File: config.mk
export PLATFORM = sky130hd
export DESIGN_NAME = drum_sequencer
export DESIGN_NICKNAME = d
export VERILOG_FILES = /design/src/rtl/drum_sequencer.sv
export SDC_FILE = /design/constraint.sdc
export NUM_CORES = 1
export LEC_CHECK = 0
export CAP_MARGIN = 20
export CORE_ASPECT_RATIO = 1.4
export CORE_UTILIZATION = 50
export DETAILED_ROUTE_END_ITERATION = 6
export GPL_TIMING_DRIVEN = 0
export PLACE_DENSITY = 0.8
export SYNTH_ARGS = -nofsm -noshare
export SYNTH_HDL_FRONTEND = slang
export SYNTH_SLANG_ARGS = --single-unit
File: constraint.sdc
create_clock -name clk -period 3.1 [get_ports clk]
set_clock_uncertainty 0.2 [all_clocks]
set_input_delay 0.62 -clock clk [delete_from_list [all_inputs] [get_ports clk]]
set_output_delay 0.62 -clock clk [all_outputs]
set_load 0.03 [all_outputs]
File: src/rtl/drum_sequencer.sv
// drum_sequencer: 16-step one-bit snare pattern player feeding the APU snare voice.
// Steps are timed in video frames (frame_end strobe); each set step, and each
// rising edge of the synchronised manual button, emits a TRIG_FRAMES-long pulse.
//
// Optional feature: define DRUM_SWING_EN to lengthen even steps and shorten odd
// steps by SWING frames (bar length unchanged).
//
// Ports:
//   clk, rst_n     clock, asynchronous active-low reset
//   frame_end      one-cycle strobe per video frame
//   start, stop    one-cycle playback controls (stop wins)
//   pattern_in     new pattern, bit i = hit on step i
//   pattern_load   one-cycle strobe capturing pattern_in
//   button         asynchronous manual snare button
//   snare_trigger  registered trigger to the APU snare voice
//   step_index     current step, zero-extended to 4 bits
//   bar_start      one-cycle pulse when step 0 begins
//   running        high while playing
module drum_sequencer #(
  parameter int unsigned STEPS           = 16,
  parameter int unsigned FRAMES_PER_STEP = 8,
  parameter int unsigned TRIG_FRAMES     = 2,
  parameter int unsigned SWING           = 2
) (
  input  logic             clk,
  input  logic             rst_n,
  input  logic             frame_end,
  input  logic             start,
  input  logic             stop,
  input  logic [STEPS-1:0] pattern_in,
  input  logic             pattern_load,
  input  logic             button,
  output logic             snare_trigger,
  output logic [3:0]       step_index,
  output logic             bar_start,
  output logic             running
);

  // Frame counter sized for the longest possible (swung) step.
  localparam int unsigned CNT_W  = $clog2(FRAMES_PER_STEP + SWING + 1);
  localparam int unsigned TRIG_W = $clog2(TRIG_FRAMES + 1);
  localparam logic [3:0]  LAST_STEP = 4'(STEPS - 1);

  typedef enum logic [1:0] {S_STOPPED, S_ARMED, S_RUNNING} state_t;

  state_t             state, state_next;
  logic [CNT_W-1:0]   frame_cnt, frame_cnt_next;
  logic [3:0]         step_next;
  logic [TRIG_W-1:0]  trig_cnt;
  logic [STEPS-1:0]   active_pat, shadow_pat;
  logic               pending;
  logic               btn_meta, btn_sync, btn_prev;

  logic               btn_edge_c;
  logic               wrap_c;
  logic               copy_c;
  logic               fire_c;
  logic               bar_c;
  logic [CNT_W-1:0]   last_frame_c;
  logic [STEPS-1:0]   eff_pat_c;
  logic [15:0]        pat_ext_c;

  // Index of the final frame of the current step.
`ifdef DRUM_SWING_EN
  assign last_frame_c = step_index[0] ? CNT_W'(FRAMES_PER_STEP - SWING - 1)
                                      : CNT_W'(FRAMES_PER_STEP + SWING - 1);
`else
  assign last_frame_c = CNT_W'(FRAMES_PER_STEP - 1);
`endif

  assign btn_edge_c = btn_sync & ~btn_prev;

  // Bar wrap: last frame of the last step while playing.
  assign wrap_c = (state == S_RUNNING) && frame_end && !stop &&
                  (frame_cnt == last_frame_c) && (step_index == LAST_STEP);

  // A pending load lands immediately when idle, otherwise only at the bar wrap;
  // the fire decision on that edge must already see the new pattern.
  assign copy_c    = pending && ((state != S_RUNNING) || wrap_c);
  assign eff_pat_c = copy_c ? shadow_pat : active_pat;
  assign pat_ext_c = 16'(eff_pat_c);

  // Next-state, step/frame advance and fire decision.
  always_comb begin
    state_next     = state;
    step_next      = step_index;
    frame_cnt_next = frame_cnt;
    fire_c         = 1'b0;
    bar_c          = 1'b0;
    if (stop) begin
      state_next     = S_STOPPED;
      step_next      = 4'd0;
      frame_cnt_next = '0;
    end else begin
      case (state)
        S_STOPPED: begin
          if (start) state_next = S_ARMED;
        end
        S_ARMED: begin
          if (frame_end) begin
            state_next     = S_RUNNING;
            step_next      = 4'd0;
            frame_cnt_next = '0;
            bar_c          = 1'b1;
            fire_c         = pat_ext_c[0];
          end
        end
        S_RUNNING: begin
          if (frame_end) begin
            if (frame_cnt == last_frame_c) begin
              frame_cnt_next = '0;
              if (step_index == LAST_STEP) begin
                step_next = 4'd0;
                bar_c     = 1'b1;
              end else begin
                step_next = 4'(step_index + 4'd1);
              end
              fire_c = pat_ext_c[step_next];
            end else begin
              frame_cnt_next = CNT_W'(frame_cnt + CNT_W'(1));
            end
          end
        end
        default: state_next = S_STOPPED;
      endcase
    end
  end

  // State, counters and registered outputs.
  always_ff @(posedge clk or negedge rst_n) begin
    if (!rst_n) begin
      state         <= S_STOPPED;
      step_index    <= 4'd0;
      frame_cnt     <= '0;
      trig_cnt      <= '0;
      snare_trigger <= 1'b0;
      bar_start     <= 1'b0;
      running       <= 1'b0;
    end else begin
      state      <= state_next;
      step_index <= step_next;
      frame_cnt  <= frame_cnt_next;
      // A coincident step fire and button edge produce a single load.
      if (fire_c || btn_edge_c) begin
        trig_cnt <= TRIG_W'(TRIG_FRAMES);
      end else if (stop) begin
        trig_cnt <= '0;
      end else if (frame_end && (trig_cnt != '0)) begin
        trig_cnt <= TRIG_W'(trig_cnt - TRIG_W'(1));
      end
      snare_trigger <= (trig_cnt != '0);
      bar_start     <= bar_c;
      running       <= (state_next == S_RUNNING);
    end
  end

  // Shadow/active pattern with deferred handover.
  always_ff @(posedge clk or negedge rst_n) begin
    if (!rst_n) begin
      active_pat <= '0;
      shadow_pat <= '0;
      pending    <= 1'b0;
    end else begin
      if (pattern_load) shadow_pat <= pattern_in;
      if (copy_c)       active_pat <= shadow_pat;
      pending <= pattern_load | (pending & ~copy_c);
    end
  end

  // Button synchroniser plus edge-detect history.
  always_ff @(posedge clk or negedge rst_n) begin
    if (!rst_n) begin
      btn_meta <= 1'b0;
      btn_sync <= 1'b0;
      btn_prev <= 1'b0;
    end else begin
      btn_meta <= button;
      btn_sync <= btn_meta;
      btn_prev <= btn_sync;
    end
  end

endmodule
-- Yosys cells after proc, flatten, opt, wreduce, memory -nomap -nowiden
Cells that the tools add are included.
- register bits: 51
- bits in latches: 0
- RAM bits: 0
- bits in read-only memories: 0
- bits of input ports: 23
- output and inout port bits: 7
- memories kept: 0
- add/subtract/negate cells: 3
- multiply operators: 0
- div/mod/pow operators: 0
- order comparisons: 1
- equal/unequal tests: 9
- shift operators: 0
- mux-type cells: 35
- bitwise gates (word level): 5
- reductions and logical operators: 15
- operators by type and width (cell ; number):
    4-bit two-way mux ; 12
    16-bit two-way mux ; 1
    4-bit case mux with 2 select lines ; 2
    2-bit two-way mux ; 6
    1-bit two-way mux ; 10
    4-bit by 1-bit adder with 4-bit output, second input constant ; 2
    1-bit logical AND ; 6
    3-bit inequality test, second input constant ; 2
    2-bit case mux with 3 select lines ; 1
    3-bit nonzero test ; 2
    4-bit by 5-bit < comparator with 1-bit output, second input constant ; 1
    1-bit binary-select mux with 4-bit select ; 1
    2-bit equality test, second input constant ; 2
    4-bit by 3-bit equality test with 1-bit output, second input constant ; 1
    4-bit equality test, second input constant ; 1
    1-bit case mux with 2 select lines ; 2
    4-bit AND reduction ; 1
    3-bit by 2-bit inequality test with 1-bit output, second input constant ; 1
    3-bit AND reduction ; 1
    1-bit bitwise AND ; 2
    2-bit by 1-bit equality test with 1-bit output, second input constant ; 1
    2-bit logical NOT ; 1
    1-bit logical OR ; 2
    2-bit inequality test, second input constant ; 1
    other kinds (5) ; 6

-- Longest topological paths before layout
- depth after elaboration: 16
- gate-level depth with buffers: 11
- mapped depth without buffers: 8

-- Least setup slack after synthesis
OpenSTA, ideal clock, no wires.
- kind: reg2reg
- start: register step_index[0]
- end: register trig_cnt[1]
- data arrival time: 2.330 ns
- required time: 2.762 ns
- setup slack: 0.432 ns
- stages on the path, launching flop included: 10
- path buffers: 1
- period minus slack after synthesis: 2.668 ns
- cell sequence: dfrtp_1 > ha_1 > buf_4 > xor2_1 > or4b_1 > or4b_1 > o31ai_1 > nor4_1 > nand4_1 > o211ai_1
- word-level cells in the longest chain between the ends: 14
- elaborated cells between the ends (all ways): 21
- those cells by class: 1 x add/sub; 1 x eq/ne; 14 x mux; 5 x reduce/logical
- ends and longest elaborated chain (element ; line ; source):
    from (decl) ; 34 ; output logic [3:0] step_index,
    from (signal assigned) ; 141 ; step_index <= step_next;
    4-bit by 1-bit adder with 4-bit output / 4-bit equality test (equally long branches) ; 116, 75, 112 ;
    4-bit two-way mux ; 112 ; if (step_index == LAST_STEP) begin
    4-bit two-way mux ; 110 ; if (frame_cnt == last_frame_c) begin
    4-bit two-way mux ; 109 ; if (frame_end) begin
    4-bit two-way mux ; 95 ; case (state)
    4-bit two-way mux ; 90 ; if (stop) begin
    1-bit binary-select mux with 4-bit select ; 118 ; fire_c = pat_ext_c[step_next];
    1-bit two-way mux (implied by the code) ; 118 ;
    1-bit two-way mux ; 110 ;
    1-bit two-way mux ; 109 ;
    1-bit case mux with 2 select lines * ; 95 ;
    1-bit two-way mux * ; 90 ;
    1-bit logical OR * ; 144 ; if (fire_c || btn_edge_c) begin
    3-bit nonzero test (no line) / 2-bit two-way mux (equally long branches) ; - ;
    to (signal assigned) ; 145 ; trig_cnt <= TRIG_W'(TRIG_FRAMES);
    to (signal assigned) ; 149 ; trig_cnt <= TRIG_W'(trig_cnt - TRIG_W'(1));
    to (decl) ; 49 ; logic [TRIG_W-1:0] trig_cnt;
Mark *: on every way between the ends. The rest lies on a longest branch, timed or not. The select of a mux whose other input is x is not followed.
A chain may end at the register's enable or synchronous reset.

-- Final worst setup path
- start: input port frame_end
- end: register trig_cnt[0]
- word-level cells in the longest chain between the ends: 15
- elaborated cells between the ends (all ways): 18
- those cells by class: 9 x mux; 9 x reduce/logical
- ends and longest elaborated chain (element ; line ; source):
    from (decl) ; 27 ; input logic frame_end,
    1-bit logical AND (3 in a row) ; 74 ; assign wrap_c = (state == S_RUNNING) && frame_end && !stop &&
    1-bit logical AND ; 75 ; (frame_cnt == last_frame_c) && (step_index == LAST_STEP);
    1-bit logical OR ; 79 ; assign copy_c = pending && ((state != S_RUNNING) || wrap_c);
    1-bit logical AND ; 79 ;
    16-bit two-way mux ; - ;
    1-bit binary-select mux with 4-bit select ; 118 ;
    1-bit two-way mux (implied by the code) ; 118 ;
    1-bit two-way mux ; 110 ;
    1-bit two-way mux ; 109 ;
    1-bit case mux with 2 select lines ; 95 ;
    1-bit two-way mux ; 90 ;
    1-bit logical OR ; 144 ;
    3-bit nonzero test (no line) / 2-bit two-way mux (equally long branches) ; - ;
Several ways; a longest one is shown, not always the timed one. The select of a mux whose other input is x is not followed.

==> impl_metrics.toml <==
[run_status]
status = "finished clean"

[routing]
route.met3.wl_um = 141
route.detailed.drc = 0
wl_per_cell_um = 13.9
wl_met2_um = 2600
top_layer = "met4"
drt_iter0_markers = 77
firstDrtPassIters = 5
wl_met1_um = 2210
vias = 1997
ant_nets = 0
routed_via_density = 5.52
routed_wl_um = 5040

[yosys]
synth_area_um2 = 2570
synth-edff-count = 0
ys.flop_type = "dfrtp_1"
yosysTopAreaCell = "dfrtp_1"
yosysUniqueCellTypes = 43
ys_top_cells_by_count = "nand2_1, dfrtp_1, mux2_2"
syn_inst = 262
syn-num-nets = 292
yosysWarnings = 0
async_flop_share_pct = 100
avgSynthCellArea_um2 = 9.79
synth-seq-area-share_pct = 49.7
ys_ff_latch = 51
yosysMostFrequentCell = "nand2_1"
synthTopCellsByArea = "dfrtp_1, nand2_1, mux2_2, ha_1, a21oi_1"
synth_top_area_share_pct = 49.7

[placement]
hpwl_um = 3660
portBuffers = 28
place_congestion = 0.878
dp_cells = 355
place_area_um2 = 2940
place_ws_ns = -0.128

[cells_and_area]
layout.cells.non_filler = 362
nNetsFinal = 328
multi_input_area_um2 = 1160
n_antenna_cell = 0
fillers = 421
area_growth_pct = 18.6
final_cell_area_um2 = 3040
seqCellArea_um2 = 1280
drive_gt1_share_pct = 11.7
finish.utilization_pct = 62.4

[setup_path]
crit_cells = 10
path_cells = "clkdlybuf4s50_1, inv_2, o41a_1, buf_6, nor2b_1, buf_4, o31ai_1, nor4_1, nand4_1, and3_1"
r2r_slack_ns = 0.32
startpoint_type = "input pin"
critical-path-top-delay-family = "buffers and inverters"
cp.arrival_ns = 2.92
crit_buf_inv = 4
crit_required_ns = 3.10
crit_slowest_cell = "clkdlybuf4s50_1"
worst_path_largest_cell_delay_ns = 0.62
crit_path_max_fanout = 10
ff2ff_path_depth = 9
cp-end-kind = "register"
path_class = "in2reg"

[hold_path]
hp-class = "in2async"

[cts]
cts_sinks = 51
clk_latency_ns = 0.30
hold_buffers = 0
cts_tree = "done"
cts_resized = 0
cts_max_level = 2
clk_pin_slew_ns = 0.09
root_buffer = "clkbuf_8"
cts_buffers = 5
cts.path.max_buffers = 2
cts_setup_buffers = 0

[sta]
setup_viol = 0
fin_crit_ns = 2.92
tightest_slew_ns = 0.832
relSlewSlack_pct = 44.3
setup_ws_ns = 0.178
hold_viol = 0
maxSlewViolCount = 0
fin_crit_sh_pct = 94.3
grt_setup_unrepaired = "no"
max_freq_mhz = 342

[floorplan]
fp.dieW_um = 62.5
dieArea_um2 = 5430
num_rows = 30
die_h_um = 86.8
coreArea_um2 = 4880
start_util_pct = 52.6
ios = 30

[global_routing]
grt-ovfl-total = 0
grt_max_degree = 27
grt_pass1_wl_um = 8860
grt_pass1_vias = 1949
antenna_found_initial = 0
grtUsageTotal_pct = 20.9

[job]
drv_cap = 0

[power_and_ir_drop]
p_leak_nw = 1.35
p_per_area_nw_per_um2 = 522
ir_drop_v = 0.000345
[power breakdown]
part / total [mW] / leakage [nW] / switching, mW / internal, mW
logic: 0.335 / 0.664 / 0.182 / 0.153
registers: 0.814 / 0.631 / 0.0567 / 0.757
clock network: 0.439 / 0.0513 / 0.202 / 0.237
[layout make-up]
cell class | count | area share (%)
Sequential cell | 51 | 41.9
Tap cell | 64 | 2.63
Buffer | 16 | 2.92
Inverter | 11 | 1.36
Clock buffer | 6 | 2.38
Timing Repair Buffer | 29 | 9.70
Clock inverter | 1 | 0.986
Multi-Input combinational cell | 184 | 38.1
[state kept, by name, summed over array words and instances (netlist names), 2 cells and up]
signal,count
active_pat,16
frame_cnt,4
shadow_pat,16
state,2
step_index,4
trig_cnt,2
[path summary, 6_finish.rpt]
path,from,to
setup / recovery,frame_end,trig_cnt[0]$_DFFE_PN0P_
hold / removal,rst_n,step_index[0]$_DFFE_PN0P_
setup reg to reg,step_index[0]$_DFFE_PN0P_,trig_cnt[1]$_DFFE_PN0P_
hold reg to reg,btn_meta$_DFF_PN0_,btn_sync$_DFF_PN0_
max in group asynchronous,rst_n,active_pat[5]$_DFF_PN0_
min in group clk,btn_meta$_DFF_PN0_,btn_sync$_DFF_PN0_
[cell families after synthesis]
family	synth area share, %
AOI/OAI and AO/OA	13.7
xor gates and xnor gates	0.683
adders and majority gates	3.41
buffers and inverters	5.07
DFF	49.7
muxes	9.80
and+or+nand+nor	17.6
[placed cells by master (no fill, tap or decap), drive strengths merged, types with 2 or more instances in the layout]
| cell type | n |
|---|---|
| o21ai | 9 |
| nand3 | 4 |
| dfrtp | 51 |
| or4b | 2 |
| nand3b | 2 |
| o211ai | 2 |
| mux2 | 17 |
| nor2 | 13 |
| buf | 10 |
| nor2b | 2 |
| mux2i | 6 |
| a221oi | 2 |
| nand2 | 54 |
| a22o | 3 |
| clkdlybuf4s50 | 27 |
| inv | 11 |
| nand2b | 4 |
| ha | 7 |
| a22oi | 3 |
| nor3 | 11 |
| a211oi | 4 |
| o22ai | 3 |
| a31oi | 5 |
| a21o | 3 |
| a21oi | 12 |
| clkbuf | 14 |
| nor4 | 4 |
[per-stage QoR]
step                      setup TNS (ns)  power (mW)  hold WS (ns)
after floorplan                        0        1.04         0.124
after CTS                              0        1.60         0.136
after detailed placement          -0.218        1.16         0.137
after global placement            -12.70        1.14         0.132
final                                  0        1.59         0.121
after global routing                   0        1.68         0.160
[worst register-to-register path, stage by stage, from the launching register on]
cell	delay, ns
dfrtp_1	0.45
ha_1	0.22
buf_4	0.16
a31oi_1	0.65
mux2i_1	0.29
nor3_1	0.07
a311oi_1	0.25
o21ai_0	0.15
nand4_1	0.12
o211ai_1	0.09
[per-layer routing]
| metal | vias up | global-route usage [%] |
|---|---|---|
| met5 | - | 0 |
| met3 | 7 | 3.95 |
| met1 | 964 | 24.8 |
| met2 | 40 | 37.5 |
| li1 | 986 | - |
| met4 | 0 | 7.40 |
(Power assumes the default switching activity.)
